<file path="config.mk">
export PLATFORM = sky130hd
export DESIGN_NAME = serial_sub_ctrl
export DESIGN_NICKNAME = d
export VERILOG_FILES = /design/src/rtl/serial_sub_ctrl.sv
export SDC_FILE = /design/constraint.sdc
export NUM_CORES = 1
export LEC_CHECK = 0
export CAP_MARGIN = 20
export CORE_ASPECT_RATIO = 1.5
export CORE_UTILIZATION = 56
export DETAILED_ROUTE_END_ITERATION = 8
export PLACE_DENSITY = 0.83
export SLEW_MARGIN = 5
export SYNTH_ARGS = -nofsm -noshare
export SYNTH_HDL_FRONTEND = slang
export SYNTH_SLANG_ARGS = --single-unit
export TNS_END_PERCENT = 5
</file>
<file path="constraint.sdc">
create_clock -name clk -period 4.81 [get_ports clk]
set_input_delay 0.962 -clock clk [delete_from_list [all_inputs] [get_ports clk]]
set_output_delay 0.962 -clock clk [all_outputs]
set_load 0.01 [all_outputs]
</file>
<file path="src/rtl/serial_sub_ctrl.sv">
// serial_sub_ctrl: bit-serial WIDTH-bit subtractor (diff = a - b), LSB first,
// one bit per clock, with a start/busy/done handshake.
//
// Ports:
//   clk        rising-edge clock
//   rst_n      asynchronous active-low reset
//   start      begin a subtraction (sampled in IDLE or DONE only)
//   a, b       minuend / subtrahend, captured on the accepting edge
//   busy       high while the bit loop runs
//   done       one-cycle pulse, diff/borrow_out hold a fresh result
//   diff       (a - b) mod 2^WIDTH, held until the next result
//   borrow_out final borrow, 1 iff a < b (unsigned)
module serial_sub_ctrl #(
    parameter int WIDTH = 8
) (
    input  logic             clk,
    input  logic             rst_n,
    input  logic             start,
    input  logic [WIDTH-1:0] a,
    input  logic [WIDTH-1:0] b,
    output logic             busy,
    output logic             done,
    output logic [WIDTH-1:0] diff,
    output logic             borrow_out
);

    localparam int CW = (WIDTH > 1) ? $clog2(WIDTH) : 1;

    typedef enum logic [1:0] {
        IDLE = 2'd0,
        RUN  = 2'd1,
        DONE = 2'd2
    } state_t;

    state_t state, state_n;

    logic [WIDTH-1:0] sa;
    logic [WIDTH-1:0] sb;
    logic [WIDTH-1:0] sd;
    logic             bin;
    logic [CW-1:0]    cnt;

    logic d1, br1, d_i, br2, bout;
    logic accept;
    logic last;

    // 1-bit half subtractor: returns {borrow, difference} of x - y.
    function automatic logic [1:0] half_sub(input logic x, input logic y);
        return {~x & y, x ^ y};
    endfunction

    // Full-subtract cell: two half subtractors plus an OR for the borrow.
    always_comb begin
        {br1, d1} = half_sub(sa[0], sb[0]);
        {br2, d_i} = half_sub(d1, bin);
        bout = br1 | br2;
    end

    assign accept = start && (state == IDLE || state == DONE);
    assign last   = (cnt == CW'(WIDTH - 1));

    always_comb begin
        state_n = state;
        unique case (state)
            IDLE:    if (start) state_n = RUN;
            RUN:     if (last) state_n = DONE;
            DONE:    state_n = start ? RUN : IDLE;
            default: state_n = IDLE;
        endcase
    end

    // busy/done are flopped from the next state so they are glitch-free.
    always_ff @(posedge clk or negedge rst_n) begin
        if (!rst_n) begin
            state <= IDLE;
            busy  <= 1'b0;
            done  <= 1'b0;
        end else begin
            state <= state_n;
            busy  <= (state_n == RUN);
            done  <= (state_n == DONE);
        end
    end

    always_ff @(posedge clk or negedge rst_n) begin
        if (!rst_n) begin
            sa         <= '0;
            sb         <= '0;
            sd         <= '0;
            bin        <= 1'b0;
            cnt        <= '0;
            diff       <= '0;
            borrow_out <= 1'b0;
        end else if (accept) begin
            sa  <= a;
            sb  <= b;
            bin <= 1'b0;
            cnt <= '0;
        end else if (state == RUN) begin
            sa  <= {1'b0, sa[WIDTH-1:1]};
            sb  <= {1'b0, sb[WIDTH-1:1]};
            sd  <= {d_i, sd[WIDTH-1:1]};
            bin <= bout;
            cnt <= cnt + 1'b1;
            // The last bit goes straight into diff alongside the shifted sd.
            if (last) begin
                diff       <= {d_i, sd[WIDTH-1:1]};
                borrow_out <= bout;
            end
        end
    end

endmodule

</file>
==> results.toml <==
[status]
status = "completed"

[synthesis]
synth_area_leaders = "sky130_fd_sc_hd__dfrtp_1, sky130_fd_sc_hd__mux2_2, sky130_fd_sc_hd__mux2i_1"
most_frequently_used_cell_type_in_the_post_synthesis_netlist = "sky130_fd_sc_hd__dfrtp_1"
synth.cell_area_um2 = 1840
netlist_top_cells_count = "sky130_fd_sc_hd__dfrtp_1, sky130_fd_sc_hd__a21oi_1, sky130_fd_sc_hd__mux2_2, sky130_fd_sc_hd__mux2i_1"
postSynthRegisterBits = 40
netlist.area_leader.share_pct = 54.3
syn_nets = 170
ys_types = 23
count_of_warnings_emitted_by_yosys = 0
syn-instance-count = 148
synth_sequential_area_ratio_pct = 54.3
synth_async_sr_flop_share_pct = 100
synthFlopType = "sky130_fd_sc_hd__dfrtp_1"
synth_area_leader_cell = "sky130_fd_sc_hd__dfrtp_1"
synth_enable_flop_cells = 0
post_synth.cell_area_avg_um2 = 12.5

[critical_path]
critPathLaunchType = "input port"
crit_path_cell_trace = "clkdlybuf4s50_1 > nand2b_1 > and2_1 > a21oi_1"
timing.setup.critical_path_class = "in2reg"
cp_slowest_stage_delay_ns = 1.04
cp.buffers_inverters = 1
cp-end-kind = "flip-flop"
worst_ep_required_time_ns = 5.03
cpMaxStageDelayCell = "sky130_fd_sc_hd__clkdlybuf4s50_1"
crit_family = "buffers and inverters"
worstPathArrival_ns = 2.76
timing.critical_path.fanout_max = 26

[route]
num_vias = 1212
detail_route.drc_violations = 0
number_of_vias_per_cell = 5.66
drt-initial-drc-count = 33
first_pass_iters = 4
drt-wirelength-per-cell_um = 14.7
antenna_violating_nets_post_route = 0
detail_route.wirelength_mm = 3.15

[die]
core.rowCount = 25
design.die.area_um2 = 3530
floorplan.initialDensity_pct = 58.3
pin_count = 30
placeableCoreArea_um2 = 3160
die-width_um = 48.8
die_h_um = 72.3

[clocking]
clk_root_buffer_cell = "sky130_fd_sc_hd__clkbuf_8"
ctsResizeCount = 0
cts_buffer_count = 5
cts_max_path_buffers = 2
clk_pin_slew_ns = 0.07
cts_post_setup_buffers_inserted = 0
clk_lat_worst_skew_ns = 0.29
cts_num_sinks = 40
number_of_buffers_added_to_fix_hold_violations_after_cts = 0
htreeDepth = 2
cts_tree = "done"

[timing]
timing_worst_slew_pin_value_ns = 1.03
fin_crit_ns = 2.55
skew_ns = 0.00408
final-hold-violation-count = 0
max_freq_mhz = 393
tns_ns = 0
timing.max_slew.rel_slack_pct = 31.6
final-max-slew-violation-count = 0
final.period_utilization_pct = 52.9
setup_viol = 0
grt_setup_unrepaired = "false"

[place]
placed_cells = 207
io_buffers = 29
gp_congestion = 0.697
place.detailed.hpwl_mm = 2.15

[pwr]
power.switching_uw = 455
p_int_uw = 915
power_density_nw_per_um2 = 627
power_frac_comb_pct = 38.0
report.power.total_mw = 1.37
power.share.switching_pct = 33.2
seq_power_share_pct = 46.7
peakVddDrop_mv = 0.375
clockPowerShare_pct = 15.3
p_leak_nw = 0.935

[grt]
grt_first_pass_wirelength_mm = 5.42
globalRouteOverflowTotal = 0
grt_start_max_net_pins = 41
grt_usage_pct = 20.6
antenna_found_initial = 0
grt_pass1_vias = 1223

[cells_and_area]
antenna_cells_inserted = 0
final-instance-count-excl-fill = 214
final_util_pct = 69.2
area.growth.synth_to_final_pct = 18.6
final_nets = 196
post_route_cells_drive_above_1_share_pct = 14.4

[worst_hold_path]
hold_class = "reg2reg"

[flow_run]
maxCapViolations = 0
## power groups by stage
stage	registers (mW)	clock network [mW]	logic (mW)
final	0.639	0.209	0.521
after detailed placement	0.643	0	0.527
after global routing	0.665	0.223	0.577
after global placement	0.635	0	0.498
after floorplan	0.601	0	0.398
after CTS	0.640	0.214	0.527
## sequential cells by signal, indices dropped and copies added (netlist names)
register	cells
cnt	3
busy	1
diff	8
sb	8
done	1
sd	7
state	2
borrow_out	1
sa	8
bin	1
## metal layers
layer  GRT usage, %  up-vias  share of wire, %
li1               -      574                 -
met1           23.0      594                43
met2           36.9       36                51
met3           4.61        8               3.7
met4           9.80        0               2.4
met5              0        -                 0
## final cells by class
| type | count | area, um^2 |
|---|---|---|
| Sequential cell | 40 | 1000 |
| Fill cell | 220 | 973 |
| Multi-Input combinational cell | 91 | 746 |
| Timing Repair Buffer | 29 | 285 |
| Clock buffer | 6 | 72.6 |
| Tap cell | 40 | 50.0 |
| Inverter | 7 | 26.3 |
| Clock inverter | 1 | 5.00 |
## stage by stage
step	cell area [um^2]	setup WS, ns	hold WS (ns)
finish	2190	2.26	0.506
global route	2190	2.11	0.525
CTS	2190	2.28	0.509
detailed placement	2110	1.96	0.490
global placement	2110	2.09	0.470
floorplan	1840	3.16	0.464
## kinds of logic after synthesis
kind of cell	Yosys count	synth area share [%]
simple gates	20	7.06
flops	40	54.3
mux	31	18.6
fa+ha+maj	3	2.44
compound gates	37	12.4
buf+inv	17	5.23
## cell usage in the layout, fill, tap and decap left out, types with 5 or more instances in the layout
cell type and n:
sky130_fd_sc_hd__dfrtp_1 40, sky130_fd_sc_hd__clkdlybuf4s50_1 28, sky130_fd_sc_hd__mux2_2 14, sky130_fd_sc_hd__mux2i_1 14, sky130_fd_sc_hd__a21oi_1 14, sky130_fd_sc_hd__nor2b_1 11, sky130_fd_sc_hd__a211oi_1 11, sky130_fd_sc_hd__inv_1 7
sky130_fd_sc_hd__o21ai_0 6, sky130_fd_sc_hd__clkbuf_8 5
## path summary, 6_finish.rpt
path | startpoint | endpoint | slack, ns | depth (start not counted)
min in group asynchronous | rst_n | diff[4] | 0.78 | 1
worst min register to register | diff[7] | diff[7] | 0.51 | 1
worst max register to register | state[0] | sb[3] | 2.55 | 3
max in group asynchronous | rst_n | sd[1] | 3.48 | 1
worst min-delay path | diff[7] | diff[7] | 0.51 | 1
worst max-delay path | start | sb[3] | 2.26 | 4
(Power assumes the default switching activity.)
